**src/rtl/prog_loader.sv**
```systemverilog
// rtl/prog_loader.sv - byte-stream instruction memory loader
//
// Purpose: receives a 16-bit little-endian word count followed by two bytes
// per 9-bit instruction word, writes the words to instruction memory at
// addresses 0..N-1, and holds the core in reset until the image is complete.
//
// Ports:
//   clk        - single clock, all state on rising edge
//   reset      - asynchronous active-low reset
//   start      - one-cycle pulse, begins a new load when not busy
//   in_valid   - in_data carries a byte
//   in_data    - stream byte
//   in_ready   - loader accepts a byte this cycle
//   im_wr_en   - instruction memory write strobe, one cycle per word
//   im_addr    - instruction memory write address
//   im_dat     - instruction word to write
//   core_hold  - 1 keeps the core in reset
//   busy       - load in progress
//   load_done  - image complete, held until the next accepted start
//   err        - header count exceeded memory depth, held until next start
module prog_loader #(
  parameter int D             = 10,
  parameter bit HOLD_AT_RESET = 1'b1
) (
  input  logic         clk,
  input  logic         reset,
  input  logic         start,
  input  logic         in_valid,
  input  logic [7:0]   in_data,
  output logic         in_ready,
  output logic         im_wr_en,
  output logic [D-1:0] im_addr,
  output logic [8:0]   im_dat,
  output logic         core_hold,
  output logic         busy,
  output logic         load_done,
  output logic         err
);

  typedef enum logic [2:0] {
    IDLE, CNT_LO, CNT_HI, W_LO, W_HI, DONE, ERR
  } state_t;

  localparam logic [16:0]  DEPTH    = 17'd1 << D;
  localparam logic [D:0]   CNT_ONE  = 1;
  localparam logic [D-1:0] ADDR_ONE = 1;

  state_t       state, state_next;
  logic [7:0]   cnt_lo;
  logic [7:0]   w_lo;
  logic [D:0]   total;
  logic         accept;
  logic         start_acc;
  logic         last_word;
  logic [15:0]  cnt_full;

  assign in_ready  = (state inside {CNT_LO, CNT_HI, W_LO, W_HI});
  assign busy      = in_ready;
  assign load_done = (state == DONE);
  assign err       = (state == ERR);

  assign accept    = in_valid && in_ready;
  assign start_acc = start && (state inside {IDLE, DONE, ERR});
  assign cnt_full  = {in_data, cnt_lo};
  // im_addr already holds the index of the word being completed, so it
  // doubles as the word counter.
  assign last_word = (({1'b0, im_addr} + CNT_ONE) == total);

  always_ff @(posedge clk or negedge reset) begin
    if (!reset) state <= IDLE;
    else        state <= state_next;
  end

  always_comb begin
    state_next = state;
    case (state)
      IDLE, DONE, ERR: if (start) state_next = CNT_LO;
      CNT_LO:          if (accept) state_next = CNT_HI;
      CNT_HI: begin
        if (accept) begin
          if (cnt_full == 16'd0)              state_next = DONE;
          else if ({1'b0, cnt_full} > DEPTH)  state_next = ERR;
          else                                state_next = W_LO;
        end
      end
      W_LO:            if (accept) state_next = W_HI;
      W_HI:            if (accept) state_next = last_word ? DONE : W_LO;
      default:         state_next = IDLE;
    endcase
  end

  always_ff @(posedge clk or negedge reset) begin
    if (!reset) begin
      im_wr_en  <= 1'b0;
      im_addr   <= '0;
      im_dat    <= '0;
      core_hold <= HOLD_AT_RESET;
      cnt_lo    <= '0;
      w_lo      <= '0;
      total     <= '0;
    end else if (start_acc) begin
      im_wr_en  <= 1'b0;
      im_addr   <= '0;
      core_hold <= 1'b1;
    end else begin
      im_wr_en <= 1'b0;
      // Advance past the word just written; the final word leaves the
      // address on the last location so it never exceeds D bits.
      if (im_wr_en && state != DONE) im_addr <= im_addr + ADDR_ONE;
      if (state == CNT_LO && accept) cnt_lo <= in_data;
      if (state == CNT_HI && accept) total  <= cnt_full[D:0];
      if (state == W_LO && accept)   w_lo   <= in_data;
      if (state == W_HI && accept) begin
        im_dat   <= {in_data[0], w_lo};
        im_wr_en <= 1'b1;
      end
      // In DONE any final write pulse ends on this same edge, so the core
      // is released only once the last word is in memory.
      if (state == DONE) core_hold <= 1'b0;
    end
  end

endmodule
```
**config.mk**
```make
export PLATFORM = sky130hd
export DESIGN_NAME = prog_loader
export DESIGN_NICKNAME = d
export VERILOG_FILES = /design/src/rtl/prog_loader.sv
export SDC_FILE = /design/constraint.sdc
export NUM_CORES = 1
export LEC_CHECK = 0
export ABC_CLOCK_PERIOD_IN_PS = 3470
export BUFFER_PORTS_ARGS = -buffer_cell sky130_fd_sc_hd__buf_2
export CORE_MARGIN = 2
export CORE_UTILIZATION = 45
export CTS_CLUSTER_DIAMETER = 30
export DETAILED_ROUTE_END_ITERATION = 7
export GPL_ROUTABILITY_DRIVEN = 0
export GPL_TIMING_DRIVEN = 1
export HOLD_SLACK_MARGIN = 0.15
export PLACE_DENSITY = 0.63
export SYNTH_ARGS = -nofsm -noshare
export SYNTH_HDL_FRONTEND = slang
export SYNTH_SLANG_ARGS = --single-unit
export TNS_END_PERCENT = 5
```
**constraint.sdc**
```tcl
create_clock -name clk -period 3.47 [get_ports clk]
set_input_delay 1.041 -clock clk [delete_from_list [all_inputs] [get_ports clk]]
set_output_delay 1.041 -clock clk [all_outputs]
set_load 0.1 [all_outputs]
```
==> flow_metrics.env <==
export IMPL_cp_start_kind="flop"
export IMPL_syn_to_final_growth_pct=13.0
export IMPL_layout_setup_ws_ns=0.744
export IMPL_num_rows=27
export IMPL_multi_input_area_um2=1220
export IMPL_fmax_ghz=0.367
export IMPL_num_io_pins=37
export IMPL_drc_errors=0
export IMPL_drive_above_1_share_pct=36.4
export IMPL_portBuffers=36
export IMPL_required_ns=2.43
export IMPL_numCtsBuffers=5
export IMPL_cts_hold_buf=0
export IMPL_wirelength_um=4970
export IMPL_cts_sinks=51
export IMPL_regArea_um2=1280
export IMPL_cp_max_fo=13
export IMPL_grt_pass1_vias=1709
export IMPL_dp_final_hpwl_um=3730
export IMPL_min_from="w_lo[5]$_DFFE_PN0P_"
export IMPL_relSlewSlack_pct=67.7
export IMPL_arrival_ns=1.69
export IMPL_hold_worst_slack_ns=0.511
export IMPL_clk_latency_ns=0.31
export IMPL_vdd_drop_max_v=0.000609
export IMPL_netlist_area_um2=2580
export IMPL_grt_pass1_wl_um=8390
export IMPL_min_path_type="reg2reg"
export IMPL_synth_ff_type="dfrtp_1"
export IMPL_grt_max_degree=22
export IMPL_via_count=1800
export IMPL_via_per_inst=5.36
export IMPL_dp_slack_ns=1.05
export IMPL_setup_violations_final=0
export IMPL_die_h_um=79.7
export IMPL_wire_per_inst_um=14.8
export IMPL_cts_resized=0
export IMPL_grt_overflow_total=0
export IMPL_ys_async_sr_fraction_pct=100
export IMPL_power_leakage_nw=1.32
export IMPL_worstHoldPathCells=1
export IMPL_synthCells=229
export IMPL_root_buffer="clkbuf_8"
export IMPL_finalHoldViolations=0
export IMPL_tritoncts="yes"
export IMPL_drt_first_pass_iters=4
export IMPL_cellPowerDensity_nw_per_um2=979
export IMPL_post_cts_setup_buffers=0
export IMPL_drt_initial_drc_count=30
export IMPL_drv_slew=0
export IMPL_rsz0062_at_grt="false"
export IMPL_n_antenna_cell=0
export IMPL_finClkSkew_ns=0.00274
export IMPL_yosysWarnings=0
export IMPL_yosysSeqAreaShare_pct=49.6
export IMPL_synth_edf_count=0
export IMPL_cap_violations=0
export IMPL_crit_type="reg2out"
export IMPL_worst_setup_path_end_kind="primary output"
export IMPL_n_fill_cell=512
export IMPL_period_needed_ns=2.73
export IMPL_r2r_start="im_addr[0]$_DFFE_PN0P_"
export IMPL_fin_util_pct=52.9
export IMPL_clk_path_buf_depth=2
export IMPL_final_nets=276
export IMPL_fin_setup_tns_ns=0
export IMPL_finalPower_mw=2.85
export IMPL_rr_worst_depth=7
export IMPL_synth_nets=242
export IMPL_die_w_um=79.7
export IMPL_start_util_pct=46.8
export IMPL_critPathLaunch="state[0]$_DFFE_PN0P_"
export IMPL_synth_seq_cells=51
export IMPL_die_area_um2=6350
export IMPL_status="finished, final reports clean"
export IMPL_synth_cell_type_count=48
export IMPL_avgSynthCellArea_um2=11.2
export IMPL_grtUsageTotal_pct=17.1
export IMPL_htree_levels=2
export IMPL_core_area_um2=5510
export IMPL_postRouteAntennaNets=0
export IMPL_antenna_found_initial=0
export IMPL_ff2ff_setup_slack_ns=1.35
export IMPL_period_share_pct=78.6
export IMPL_tightestPinTransition_ns=0.488
export IMPL_clk_pin_slew_ns=0.10
cell families (layout without fill, tap and decap cells):
logic type | after synthesis | count (layout) | share of synthesized area, %
AO/OA/AOI/OAI | 28 | 28 | 7.38
multiplexers | 37 | 37 | 16.1
AND/OR/NAND/NOR | 74 | 74 | 15.7
flip-flops | 51 | 51 | 49.6
adder cells (fa/ha/maj) | 1 | 1 | 0.486
XOR/XNOR | 20 | 20 | 7.09
buffers and inverters | 18 | 53 | 3.59
through the flow:
step                area [um^2]  instances
floorplan                  2580        229
global placement           2820        328
detailed placement         2820        328
CTS                        2910        336
global route               2910        336
finish                     2910        336
routing by layer:
metal / wire length, um / global-route usage, %
met1: 2400 / 23.7
met2: 2280 / 26.1
met3: 181 / 3.39
met4: 112 / 7.59
met5: 0 / 0
path summary, 6_finish.rpt:
path | end
hold reg to reg | w_lo[5]$_DFFE_PN0P_
min in group asynchronous | im_addr[6]$_DFFE_PN0P_
hold / removal | w_lo[5]$_DFFE_PN0P_
setup / recovery | err
setup reg to reg | state[1]$_DFFE_PN0P_
max in group asynchronous | w_lo[2]$_DFFE_PN0P_
area by class of cell:
cell class / instances / share of cell area (%)
clock buffers: 5 / 2.36
clock inverters: 3 / 0.945
inverters: 5 / 0.645
multi-input cells: 160 / 41.9
flip-flops and latches: 51 / 43.9
well taps: 72 / 3.09
repair buffers: 40 / 7.22
report_power, final:
group,switching (mW),total (mW),internal (mW)
registers,0.220,1.06,0.840
clock network,0.223,0.372,0.150
logic,0.988,1.42,0.430
total,1.43,2.85,1.42
worst max-delay path: stages, from the launching register on:
cell	delay [ns]
dfrtp_1	0.53
nand2b_1	0.26
nor2_1	0.14
buf_2	0.44
layout by cell type (no fill, tap or decap), types with 2 or more instances in the layout:
| cell type | count |
|---|---|
| xor2_1 | 10 |
| nor4_1 | 2 |
| o21ai_0 | 8 |
| inv_1 | 5 |
| nor2b_1 | 6 |
| dfrtp_1 | 50 |
| nor3_1 | 4 |
| mux2_2 | 35 |
| o211ai_1 | 2 |
| a21o_1 | 2 |
| nor3b_1 | 2 |
| nand3_1 | 7 |
| o22ai_1 | 2 |
| a21oi_1 | 6 |
| nand4_1 | 5 |
| xnor2_1 | 8 |
| nand2_1 | 14 |
| buf_4 | 4 |
| buf_2 | 36 |
| nor2_1 | 19 |
| or3_1 | 2 |
| clkbuf_8 | 5 |
Yosys cell counts, types with 2 or more instances:
library cell  number  area [um^2]
nor4_1             2         12.5
nand3_1            7         35.0
nor2b_1            6         37.5
nor3_1             4         20.0
o211ai_1           2         15.0
a21o_1             2         15.0
inv_1              5         18.8
nand2_1           14         52.6
buf_2              5         25.0
o22ai_1            2         12.5
dfrtp_1           50         1250
xnor2_1            9         78.8
o21ai_0            8         40.0
or3_1              2         12.5
a21oi_1            6         30.0
nand4_1            5         31.3
xor2_1            10         87.6
nor3b_1            3         22.5
clkbuf_1           4         15.0
mux2_2            35          394
buf_4              3         22.5
nor2_1            19         71.3
registers in the layout, indices dropped and copies added (netlist names):
register / flops
state: 3
cnt_lo: 8
im_dat: 9
core_hold: 1
im_wr_en: 1
im_addr: 10
total: 11
w_lo: 8
No activity file was read; power rests on OpenSTA's default activity.
